**src/rtl/stack_cpu.sv**
```systemverilog
// Stack processor core: 8-bit opcodes from a synchronous code ROM, internal data and call stacks,
// and a single request/ready memory port. Stack errors and HALT park the core until reset.
module stack_cpu #(
    parameter int DATA_WIDTH   = 16,
    parameter int ADDR_WIDTH   = 12,
    parameter int DSTACK_DEPTH = 8,
    parameter int CSTACK_DEPTH = 8
) (
    input  logic                  clock,
    input  logic                  reset,
    output logic [ADDR_WIDTH-1:0] code_addr,
    input  logic [7:0]            code_data,
    output logic                  mem_req,
    output logic                  mem_write,
    output logic [DATA_WIDTH-1:0] mem_addr,
    output logic [DATA_WIDTH-1:0] mem_wr_data,
    input  logic [DATA_WIDTH-1:0] mem_rd_data,
    input  logic                  mem_ready,
    output logic                  halted,
    output logic                  fault,
    output logic [1:0]            fault_code
);

    localparam int DIW = $clog2(DSTACK_DEPTH);
    localparam int DCW = $clog2(DSTACK_DEPTH + 1);
    localparam int CIW = $clog2(CSTACK_DEPTH);
    localparam int CCW = $clog2(CSTACK_DEPTH + 1);
    localparam logic [DCW-1:0] D_FULL = DCW'(DSTACK_DEPTH);
    localparam logic [CCW-1:0] C_FULL = CCW'(CSTACK_DEPTH);

    typedef enum logic [2:0] {FETCH, EXEC, MEM, HALT, FAULT} state_t;

    state_t                state, state_next;
    logic [ADDR_WIDTH-1:0] pc;
    logic [DATA_WIDTH-1:0] dstack [DSTACK_DEPTH];
    logic [DCW-1:0]        d_count;
    logic [ADDR_WIDTH-1:0] cstack [CSTACK_DEPTH];
    logic [CCW-1:0]        c_count;

    logic [DIW-1:0]        s0_idx, s1_idx, push_idx;
    logic [CIW-1:0]        c_top_idx, c_push_idx;
    logic [DATA_WIDTH-1:0] s0, s1, lit, alu_res;
    logic [ADDR_WIDTH-1:0] next_pc, branch_pc;
    logic [DCW-1:0]        need;
    logic                  grow, c_err, is_mem, is_halt;
    logic                  d_under, d_over, bad;
    logic [1:0]            fault_code_next;
    logic                  exec_ok, mem_done;

    assign code_addr  = pc;
    assign s0_idx     = DIW'(d_count - DCW'(1));
    assign s1_idx     = DIW'(d_count - DCW'(2));
    assign push_idx   = DIW'(d_count);
    assign c_top_idx  = CIW'(c_count - CCW'(1));
    assign c_push_idx = CIW'(c_count);
    assign s0         = dstack[s0_idx];
    assign s1         = dstack[s1_idx];
    assign lit        = {{(DATA_WIDTH-7){code_data[6]}}, code_data[6:0]};
    assign next_pc    = pc + ADDR_WIDTH'(1);
    assign branch_pc  = next_pc + ADDR_WIDTH'(s0);

    // Decode: how many entries the opcode consumes, whether it grows the stack, and its class.
    always_comb begin
        need    = '0;
        grow    = 1'b0;
        c_err   = 1'b0;
        is_mem  = 1'b0;
        is_halt = 1'b0;
        if (code_data[7]) begin
            grow = 1'b1;
        end else begin
            case (code_data)
                8'h01: begin need = DCW'(1); is_mem = 1'b1; end
                8'h10: begin need = DCW'(2); is_mem = 1'b1; end
                8'h20, 8'h21, 8'h22, 8'h23, 8'h24: need = DCW'(2);
                8'h25, 8'h26, 8'h27, 8'h28:        need = DCW'(1);
                8'h30:        need = DCW'(1);
                8'h31, 8'h32: need = DCW'(2);
                8'h33: begin need = DCW'(1); c_err = (c_count == C_FULL); end
                8'h34: c_err = (c_count == '0);
                8'h42: begin need = DCW'(1); grow = 1'b1; end
                8'h43: need = DCW'(1);
                8'h44: is_halt = 1'b1;
                default: ;
            endcase
        end
        d_under = (d_count < need);
        d_over  = grow && (d_count == D_FULL);
        bad     = d_under || d_over || c_err;
        if (d_under)     fault_code_next = 2'b10;
        else if (d_over) fault_code_next = 2'b01;
        else             fault_code_next = 2'b11;
    end

    always_comb begin
        case (code_data)
            8'h20:   alu_res = s1 + s0;
            8'h21:   alu_res = s1 - s0;
            8'h22:   alu_res = s1 & s0;
            8'h23:   alu_res = s1 | s0;
            8'h24:   alu_res = s1 ^ s0;
            8'h25:   alu_res = s0 << 1;
            8'h26:   alu_res = s0 >> 1;
            8'h27:   alu_res = DATA_WIDTH'($signed(s0) >>> 1);
            8'h28:   alu_res = s0 << 6;
            default: alu_res = s0;
        endcase
    end

    always_comb begin
        state_next = state;
        exec_ok    = 1'b0;
        mem_done   = 1'b0;
        case (state)
            FETCH: state_next = EXEC;
            EXEC: begin
                if (bad)          state_next = FAULT;
                else if (is_halt) state_next = HALT;
                else if (is_mem)  state_next = MEM;
                else begin
                    state_next = FETCH;
                    exec_ok    = 1'b1;
                end
            end
            MEM: begin
                if (mem_ready) begin
                    state_next = FETCH;
                    mem_done   = 1'b1;
                end
            end
            HALT:    state_next = HALT;
            FAULT:   state_next = FAULT;
            default: state_next = FETCH;
        endcase
    end

    always_ff @(posedge clock or posedge reset) begin
        if (reset) state <= FETCH;
        else       state <= state_next;
    end

    // Stack storage carries no reset; occupancy counters define which entries are live.
    always_ff @(posedge clock) begin
        if (exec_ok) begin
            if (code_data[7]) begin
                dstack[push_idx] <= lit;
            end else begin
                case (code_data)
                    8'h20, 8'h21, 8'h22, 8'h23, 8'h24: dstack[s1_idx] <= alu_res;
                    8'h25, 8'h26, 8'h27, 8'h28:        dstack[s0_idx] <= alu_res;
                    8'h42:   dstack[push_idx]   <= s0;
                    8'h33:   cstack[c_push_idx] <= next_pc;
                    default: ;
                endcase
            end
        end
        if (mem_done && !mem_write) dstack[s0_idx] <= mem_rd_data;
    end

    always_ff @(posedge clock or posedge reset) begin
        if (reset) begin
            pc          <= '0;
            d_count     <= '0;
            c_count     <= '0;
            mem_req     <= 1'b0;
            mem_write   <= 1'b0;
            mem_addr    <= '0;
            mem_wr_data <= '0;
            halted      <= 1'b0;
            fault       <= 1'b0;
            fault_code  <= 2'b00;
        end else begin
            if (state == EXEC) begin
                if (bad) begin
                    fault      <= 1'b1;
                    fault_code <= fault_code_next;
                end else if (is_halt) begin
                    halted <= 1'b1;
                end else if (is_mem) begin
                    mem_req     <= 1'b1;
                    mem_write   <= (code_data == 8'h10);
                    mem_addr    <= s0;
                    mem_wr_data <= s1;
                end
            end
            if (exec_ok) begin
                pc <= next_pc;
                if (code_data[7]) begin
                    d_count <= d_count + DCW'(1);
                end else begin
                    case (code_data)
                        8'h20, 8'h21, 8'h22, 8'h23, 8'h24: d_count <= d_count - DCW'(1);
                        8'h30: begin
                            pc      <= branch_pc;
                            d_count <= d_count - DCW'(1);
                        end
                        8'h31: begin
                            if (s1 == '0) pc <= branch_pc;
                            d_count <= d_count - DCW'(2);
                        end
                        8'h32: begin
                            if (s1 != '0) pc <= branch_pc;
                            d_count <= d_count - DCW'(2);
                        end
                        8'h33: begin
                            pc      <= branch_pc;
                            d_count <= d_count - DCW'(1);
                            c_count <= c_count + CCW'(1);
                        end
                        8'h34: begin
                            pc      <= cstack[c_top_idx];
                            c_count <= c_count - CCW'(1);
                        end
                        8'h42:   d_count <= d_count + DCW'(1);
                        8'h43:   d_count <= d_count - DCW'(1);
                        default: ;
                    endcase
                end
            end
            if (mem_done) begin
                mem_req   <= 1'b0;
                mem_write <= 1'b0;
                pc        <= next_pc;
                if (mem_write) d_count <= d_count - DCW'(2);
            end
        end
    end

endmodule

```
**config.mk**
```make
export PLATFORM = sky130hd
export DESIGN_NAME = stack_cpu
export DESIGN_NICKNAME = d
export VERILOG_FILES = /design/src/rtl/stack_cpu.sv
export SDC_FILE = /design/constraint.sdc
export NUM_CORES = 1
export LEC_CHECK = 0
export ABC_AREA = 0
export BUFFER_PORTS_ARGS = -buffer_cell sky130_fd_sc_hd__buf_2
export CAP_MARGIN = 0
export CORE_MARGIN = 1.5
export CORE_UTILIZATION = 50
export DETAILED_ROUTE_END_ITERATION = 16
export GPL_TIMING_DRIVEN = 0
export HOLD_SLACK_MARGIN = 0.06
export PLACE_DENSITY = 0.79
export SYNTH_ARGS = -nofsm -noshare
export SYNTH_HDL_FRONTEND = slang
export SYNTH_SLANG_ARGS = --single-unit
```
**constraint.sdc**
```tcl
create_clock -name clock -period 7.05 [get_ports clock]
set_clock_uncertainty 0.05 [all_clocks]
set_input_delay 1.41 -clock clock [delete_from_list [all_inputs] [get_ports clock]]
set_output_delay 1.41 -clock clock [all_outputs]
set_load 0.03 [all_outputs]
```
# After elaboration in Yosys (flattened, before gate mapping)
# Memory sizes are Yosys's and may differ from the RTL's.
# Index checks and enable logic that the tools add are counted.
# totals
regBits	61
ram_bits	224
input_bits	27
output_inout_bits	50
elab_cells	161
mem_count	2
# mem_list
memory	words	width	rd	rd_ports_with_merged_regs	wr	line_no	source
dstack	8	16	2	0	1	35	logic [DATA_WIDTH-1:0] dstack [DSTACK_DEPTH];
cstack	8	12	1	0	1	37	logic [ADDR_WIDTH-1:0] cstack [CSTACK_DEPTH];
# op_classes
add_sub_neg	9
order_cmp	1
n_eq_ne	28
muxes	74
bitwise_logic	8
n_reduce_logical	28
# ops
op	count
16-bit case mux with 9 select lines	1
8-bit by 6-bit == test with 1-bit output (second input constant)	14
16-bit 2-to-1 mux	4
12-bit 2-to-1 mux	5
12-bit case mux with 4 select lines	1
1-bit 2-to-1 mux	45
16-bit OR reduction	2
8-bit by 7-bit == test with 1-bit output (second input constant)	3
4-bit 2-to-1 mux	5
16-bit adder	1
16-bit bitwise AND	1
16-bit logical NOT	1
16-bit OR	1
16-bit nonzero test	1
8-bit OR reduction	2
16-bit subtractor	1
16-bit bitwise XOR	1
3-bit case mux with 5 select lines	1
12-bit by 1-bit adder with 12-bit output (second input constant)	1
12-bit adder	1
3-bit 2-to-1 mux	4
4-bit case mux with 3 select lines	1
9-bit OR reduction	1
4-bit by 1-bit adder with 4-bit output (second input constant)	2
other kinds (29)	48

# Depth between registers and ports, before layout
# Gate-level depths: netlist of the first run.
# logic_depth
word_depth	14
ltp_mapped	25
mapped_depth_nobuf	19

# Worst setup path after synthesis of the first run
# Ideal clock, no wire load.
# synth_path
path_type	input to register
startpoint	input code_data[1]
endpoint	memory dstack[6][0], enable pin
setup_time_ns	0.409
arrival_ns	6.167
slack_ns	0.424
cell_stages	15
path_buffers	4
path_cell_list	clkbuf_1 -> or4b_2 -> clkbuf_1 -> nor2_1 -> clkbuf_1 -> nor3_1 -> ha_1 -> or3_1 -> a2111o_1 -> and3_1 -> buf_6 -> a31o_4 -> and3_4 -> a211o_1 -> nor3_1
# synth_between
elab_chain_len	14
# synth_rtl
item	line_no	source
start: declaration	12	input logic [7:0] code_data,
8-bit by 6-bit == test with 1-bit output, or another cell as far along	72	case (code_data)
9-bit OR reduction (no line) / 8-bit OR reduction (equally long branches)	--	
2-bit case mux with 2 select lines	72	
4-bit 2-to-1 mux	69	if (code_data[7]) begin
4-bit < comparator	87	d_under = (d_count < need);
1-bit logical OR (2 in a row)	89	bad = d_under || d_over || c_err;
1-bit 2-to-1 mux	117	if (bad) state_next = FAULT;
1-bit 2-to-1 mux	114	case (state)
1-bit 2-to-1 mux	144	if (exec_ok) begin
1-bit 2-to-1 mux (on tied branches)	--	
16-bit OR reduction (no line) / 1-bit OR (equally long branches)	--	
3-bit 2-to-1 mux (no line), or another cell as far along	--	
3-bit 2-to-1 mux (no line) / 1-bit 2-to-1 mux (equally long branches)	--	
end: declaration	35	
# Several ways; a longest one is shown, not always the timed one.

# Worst setup path after layout of the first run
# layout_path
startpoint	input code_data[1]
endpoint	memory dstack[5][5], enable pin
# Same word-level chain as after synthesis.

==> reports/results.txt, run 1 <==
Result of the run = complete, no violations
CTS root buf = clkbuf_16
Post-Layout Cell Count = 1834
Clock insertion delay at the later pin of the skew report = 570 ps
Portion of synthesized cell area occupied by the leading cell type = 41.83%
TritonCTS buffer count = 29
NumNets Final = 1511
DRC = 0
Clock H-tree levels = 1
Post-synthesis cell type with the largest combined area = edfxtp_1
Leakage power figure = 6.785 nW
YS warnings = 0
Count of pins over their slew limit = 0
Crit path DAT = 7250 ps
RD Place Congestion = 0.9950
# IOs = 77
Number of instances in the synthesized netlist = 1286
Max Clock Freq = 0.1425 GHz
Number of sinks handled by clock tree synthesis = 285
Post-Place Cells = 1777
Starting density of the core = 50.83%
Hold violation count in the final report = 0
Endpoint kind of the worst setup timing path = flop
Required arrival time at the worst endpoint = 7280 ps
Final core occ = 58.18%
Worst min-delay path class = flop to flop
Clock slew seen by the registers of the worst setup and hold paths = 60 ps
PD cells = 524.6 nW/µm²
Main area contributors after synthesis = edfxtp_1, mux4_2, dfrtp_1
Number of buffers between clock root and the deepest sink = 3
Worst slack at placement = -2248 ps
Starting DRC count in detailed routing = 2073
Overall routed net length = 49.37 mm
Number of antenna-violating nets in the routed design = 0
Total iterations of the first detailed-routing run = 8
Summed area of non-filler cells in the final layout = 18410 µm²
Total global routing track utilization = 29.20%
Most used flip-flop cell after synthesis = edfxtp_1
Antenna diode count = 0
Via density = 6.885
Cts-stage hold buffer count = 0
Max FO, Critical Path = 10
Final worst path period need = 7018 ps
Syn_nets = 1385
Critical path start-end classification = input pin to flop
Total number of vias = 12630
Tcrit/Tclk final = 99.55%
Element type at the critical path start = input pin
Post-synth EDFFs = 224
Hpwl dp = 35.35 mm
Syn Std Cell Area = 16080 µm²
Overall power = 9.657 mW
Core Region = 31640 µm²
Tightest Pin Transition = 1290 ps
Final setup violation count = 0
First-pass GRT wire length = 72.88 mm
Maximum number of pins on one net before global-route repair = 41
Vias in the first global route = 11870
Share of synthesized registers carrying an async set or reset = 21.40%
Max rail drop VDD = 0.0002998 V
Distinct cells, synth = 75
Synthesis-to-finish area growth = 14.46%
Share of cells above drive strength 1 = 21.58%
Die area = 33250 µm²
Cell row count = 65
WL per Instance = 26.92 µm
Die height = 182.3 µm
Die X-Extent = 182.3 µm
Port bufs = 76
Global route total overflow = 0
CTS tree = yes
Number of synthesized register bits = 285
Number of max-capacitance violations reported = 0
Worst slew margin relative to its limit = 13.31%
Post-synthesis sequential area ratio = 51.32%
Fill cell instance count of the final layout = 2442
Mean cell area of the mapped netlist = 12.51 µm²
Final setup slack of the worst path = 31.66 ps
Initial antenna violation count = 0
DP Area = 17200 µm²
[cells by family after synthesis]
group	after synthesis	share of synthesized area, %
AO/OA/AOI/OAI	286	11.56
XOR/XNOR	55	2.995
adder cells (fa/ha/maj)	72	5.695
buffers and inverters	121	3.081
flip-flops	285	51.32
multiplexers	137	15.38
AND/OR/NAND/NOR	330	9.967
[cells in the mapped netlist, types with 4 or more instances]
| cell type | number |
|---|---|
| nor2b_1 | 6 |
| nand2b_1 | 8 |
| nor2_1 | 77 |
| or2_2 | 4 |
| a211o_1 | 5 |
| a21o_1 | 4 |
| nand2_1 | 106 |
| a21oi_1 | 58 |
| or4b_2 | 6 |
| edfxtp_1 | 224 |
| and3_1 | 8 |
| a22oi_1 | 13 |
| nand4_1 | 5 |
| o22ai_1 | 22 |
| a221oi_1 | 10 |
| nor4_1 | 8 |
| o2111ai_1 | 4 |
| xor2_1 | 14 |
| ha_1 | 70 |
| mux4_2 | 88 |
| or3_1 | 11 |
| buf_2 | 12 |
| xnor2_1 | 41 |
| o31ai_1 | 4 |
| o21ai_0 | 90 |
| nor3_1 | 38 |
| dfrtp_1 | 61 |
| clkbuf_1 | 42 |
| a2111oi_0 | 4 |
| buf_1 | 8 |
| a211oi_1 | 8 |
| o221ai_1 | 12 |
| mux2i_1 | 48 |
| o211ai_1 | 8 |
| nor4b_1 | 5 |
| or4_1 | 6 |
| nand3_1 | 28 |
| a31oi_1 | 7 |
| inv_1 | 53 |
[metrics by stage]
step,TNS (ps),hold slack (ps)
2_1_floorplan,0,392.6
3_3_place_gp,-438400,398.6
3_5_place_dp,-250030,397.6
4_1_cts,-14.77,413.0
5_1_grt,-2256,419.8
6_report,0,408.5
[layout by cell type, fill, tap and decap left out, types with 9 or more instances in the layout]
master / netlist / final
a21oi_1: 58 / 58
nand2_1: 106 / 106
buf_2: 12 / 84
a221oi_1: 10 / 10
buf_4: 3 / 9
o21ai_0: 90 / 88
xor2_1: 14 / 13
mux4_2: 88 / 88
o22ai_1: 22 / 22
o221ai_1: 12 / 11
or3_1: 11 / 11
nor2_1: 77 / 72
clkbuf_16: 0 / 29
xnor2_1: 41 / 41
ha_1: 70 / 70
clkbuf_1: 42 / 39
nor3_1: 38 / 26
edfxtp_1: 224 / 224
inv_1: 53 / 51
a22oi_1: 13 / 13
nand3_1: 28 / 28
dfrtp_1: 61 / 60
buf_6: 2 / 12
mux2i_1: 48 / 34
[final cells by class]
class	instances	area (µm²)	area share, %
Clock buffer	31	733.2	3.983
Sequential cell	285	8254	44.84
Tap cell	402	503.0	2.733
Inverter	54	203.9	1.108
Timing Repair Buffer	98	630.6	3.426
Clock inverter	20	138.9	0.7545
Buffer	64	312.8	1.699
Multi-Input combinational cell	880	7630	41.45
[final timing paths]
kind / slack, ps / startpoint / to / cells past startpoint
max: 30 / code_data[1] / dstack[5][5] / 16
min: 410 / halted / halted / 1
max reg2reg: 200 / d_count[0] / dstack[3][11] / 22
min reg2reg: 410 / halted / halted / 1
max in group asynchronous: 5460 / reset / fault_code[1] / 3
min in group asynchronous: 850 / reset / mem_addr[15] / 2
[routing by layer]
| layer | up-vias | track usage, % | share of wire (%) |
|---|---|---|---|
| met1 | 6185 | 39.48 | 37 |
| met3 | 194 | 7.045 | 12 |
| li1 | 5281 | - | - |
| met4 | 0 | 9.818 | 3.9 |
| met2 | 968 | 46.53 | 47 |
| met5 | - | 0 | 0 |
[state kept, by name, indices dropped and copies added, names as in the netlist]
| name | count |
|---|---|
| dstack | 128 |
| cstack | 96 |
| mem_addr | 16 |
| mem_wr_data | 16 |
| code_addr | 12 |
| c_count | 4 |
| d_count | 4 |
| state | 3 |
| fault_code | 2 |
| fault | 1 |
| halted | 1 |
| mem_req | 1 |
| mem_write | 1 |
[critical path, cell delays in order]
cell and delay, ps:
buf_2 140, clkbuf_1 400, or4b_2 620, clkbuf_1 190, nor2_2 450, clkbuf_1 590
nor3_1 180, ha_1 340, nor2_1 50, nor3_1 290, nand3_1 480, nor3_4 560
a211oi_2 140, a211o_1 460, nor3_4 690, buf_8 240
[power by group]
group / internal (mW) / leakage, nW / switching (mW) / total [mW]
Clock: 0.789 / 0.423 / 0.665 / 1.45
Sequential: 2.06 / 2.87 / 0.120 / 2.18
Combinational: 2.18 / 3.49 / 3.84 / 6.02
[timing repair]
item | CTS | global route
pin swaps | 1 | 0
endpoints found under the setup margin | 153 | 286
hold endpoints to repair | 0 | 0
gates resized for setup | 40 | 25
buffers inserted | 1 | 5
Note: power is estimated with default switching activity, not from simulation.
==> run 2, diff against run 1 <==
--- a/config.mk
+++ b/config.mk
@@ -14,6 +14,7 @@
 export GPL_TIMING_DRIVEN = 0
 export HOLD_SLACK_MARGIN = 0.06
 export PLACE_DENSITY = 0.79
+export SETUP_SLACK_MARGIN = 0.1
 export SYNTH_ARGS = -nofsm -noshare
 export SYNTH_HDL_FRONTEND = slang
 export SYNTH_SLANG_ARGS = --single-unit
==> run 2 against run 1 <==
Against the previous run:
- register-to-register slack improved by 20 ps
- combinational power increased by 1%
- clock-buffer cell count unchanged
- critical path type unchanged
- die area unchanged
==> reports/results.txt, run 2 (synthesis gave the netlist of run 1 again) <==
Length of routed wiring on met1 = 18.01 mm (-2.3%)
Total global routing track utilization = 29.45% (+0.26 points)
PD cells = 527.4 nW/µm² (+0.53%)
Result of the run = complete, no violations
Count of pins over their slew limit = 0 (unchanged)
Worst min-delay path class = flop to flop
Source of the critical timing path = code_data[0]
Wire length on met2 = 22.68 mm (-1.6%)
DRC = 0 (unchanged)
Register with the most flip-flops = dstack
Core Region = 31640 µm² (unchanged)
TritonCTS buffer count = 29 (unchanged)
Die area = 33250 µm² (unchanged)
Antenna diode count = 0 (unchanged)
Starting density of the core = 50.83% (unchanged)
Most frequent cells in the layout = edfxtp_1, nand2_1, o21ai_0, mux4_2, buf_2
RD Place Congestion = 0.9950 (unchanged)
Most frequent standard cell in the layout excluding fill and tap cells = edfxtp_1
Required arrival time at the worst endpoint = 7250 ps (-30 ps)
CTS tree = yes
Maximum number of pins on one net before global-route repair = 41 (unchanged)
Hold violation count in the final report = 0 (unchanged)
CTS root buf = clkbuf_16
WL per Instance = 26.90 µm (about the same)
Max rail drop VDD = 0.0002980 V (-0.58%)
Worst hold path endpoint = halted
Number of cells on the worst hold path = 1 (unchanged)
Die height = 182.3 µm (unchanged)
Clock insertion delay at the later pin of the skew report = 570 ps (about the same)
Worst slew margin relative to its limit = 12.36% (-0.95 points)
Clock H-tree levels = 1 (unchanged)
Number of flip-flops under the largest register name = 128 (unchanged)
NumNets Final = 1515 (+0.26%)
Endpoint kind of the worst setup timing path = flop
R2R cell count = 22 (unchanged)
Crit path DAT = 7060 ps (-190 ps)
Total number of vias = 12660 (+0.21%)
Hpwl dp = 35.35 mm (unchanged)
RR Endpoint = dstack[1][10]
Vias in the first global route = 11980 (+0.89%)
Setup repair after global routing missed its margin = false
Top Registers = dstack (128), cstack (96)
Hold Startpoint = halted
Fill cell instance count of the final layout = 2442 (unchanged)
Highest metal layer used by the detailed router = met4
Starting DRC count in detailed routing = 2200 (+6.1%)
Number of buffers between clock root and the deepest sink = 3 (unchanged)
Cell breakdown of the critical path = buf_2, clkbuf_1, or4b_2, nor2_1, clkbuf_1, nor3_1, ha_1, nor2_1, nor3_1, nand3_1, nor3_4, xnor2_1, mux2i_1, nor3_4, buf_8
Delay contributed by the slowest stage of the critical path = 760 ps (+70 ps)
Number of max-capacitance violations reported = 0 (unchanged)
Share of cells above drive strength 1 = 22.21% (+0.64 points)
Port bufs = 76 (unchanged)
Detailed-routed wire length on met3 = 6.469 mm (+8.4%)
Max FO, Critical Path = 10 (unchanged)
Number of antenna-violating nets in the routed design = 0 (unchanged)
Tightest Pin Transition = 1305 ps (+14.15 ps)
Reg2Reg Launch Point = d_count[1]
Initial antenna violation count = 0 (unchanged)
Max Clock Freq = 0.1459 GHz (+2.4%)
Critical path start-end classification = input pin to flop
First-pass GRT wire length = 73.35 mm (+0.64%)
Die X-Extent = 182.3 µm (unchanged)
Global route total overflow = 0 (unchanged)
Flop-to-flop setup slack = 220 ps (+20 ps)
# IOs = 77 (unchanged)
DP Area = 17200 µm² (unchanged)
Total iterations of the first detailed-routing run = 8 (unchanged)
Tcrit/Tclk final = 97.22% (-2.3 points)
Crit-path slowest cell = or4b_2
Element type at the critical path start = input pin
Overall power = 9.740 mW (+0.87%)
Final worst path period need = 6854 ps (-164.2 ps)
Via density = 6.885 (about the same)
Overall routed net length = 49.45 mm (+0.16%)
Summed area of non-filler cells in the final layout = 18470 µm² (+0.33%)
Cell row count = 65 (unchanged)
Synthesis-to-finish area growth = 14.84%
Leakage power figure = 6.808 nW (+0.34%)
Clock slew seen by the registers of the worst setup and hold paths = 60 ps (about the same)
Number of sinks handled by clock tree synthesis = 285 (unchanged)
Final setup violation count = 0 (unchanged)
run 2: cell count changes in the layout (fill, tap and decap cells not counted), sizes merged:
cell / change
clkinvlp: +1
clkinv: -1
buf: +5
clkbuf: -1
run 2: through the flow:
| step | std cells | setup slack [ps] | TNS (ps) | util [%] | hold slack (ps) |
|---|---|---|---|---|---|
| after floorplan | 1286 | 423.6 | 0 | - | 392.6 |
| after global placement | 1764 | -2223 | -438400 | 53.62 | 398.6 |
| after detailed placement | 1777 | -2248 | -250030 | 54.36 | 397.6 |
| after CTS | 1832 | 123.8 | 0 | 57.88 | 413.0 |
| after global routing | 1838 | 47.85 | 0 | 58.37 | 419.8 |
| final | 1838 | 195.9 | 0 | 58.37 | 408.0 |
run 2: final cells by class:
class                           instances  area (µm²)  area share, %
Clock buffer                           31       733.2          3.970
Buffer                                 67       339.1          1.836
Tap cell                              402       503.0          2.724
Timing Repair Buffer                   99       634.4          3.435
Clock inverter                         20       138.9         0.7520
Sequential cell                       285        8254          44.70
Inverter                               54       206.4          1.118
Multi-Input combinational cell        880        7659          41.47
run 2: worst max-delay path by stage:
stage / to / cells past startpoint
after floorplan: dstack[6][0] / 15
after global placement: dstack[0][15] / 23
after detailed placement: dstack[0][15] / 23
after CTS: dstack[6][9] / 16
after global routing: dstack[4][9] / 16
final: dstack[1][7] / 15
run 2: critical path, delay by kind of cell:
family | cells | cell delay, ps
and+or+nand+nor | 8 | 3570
xor gates and xnor gates | 1 | 210
muxes | 1 | 360
adders and majority gates | 1 | 340
buffers and inverters | 4 | 1140
run 2: layer usage:
layer,global-route usage [%],vias up
met5,0,-
met3,7.543,208
li1,-,5286
met2,46.18,1011
met4,11.87,0
met1,39.40,6150
run 2: report_power, final:
part           total, mW  switching (mW)  internal [mW]
Clock               1.45           0.663          0.789
Combinational       6.11            3.88           2.23
Sequential          2.18           0.120           2.06
Total               9.74            4.66           5.08
run 2: repair_timing:
action	in CTS	in global routing
buffers inserted	4	4
pin swaps	1	1
hold buffers	0	0
gates resized for setup	50	28
endpoints found under the setup margin	213	307
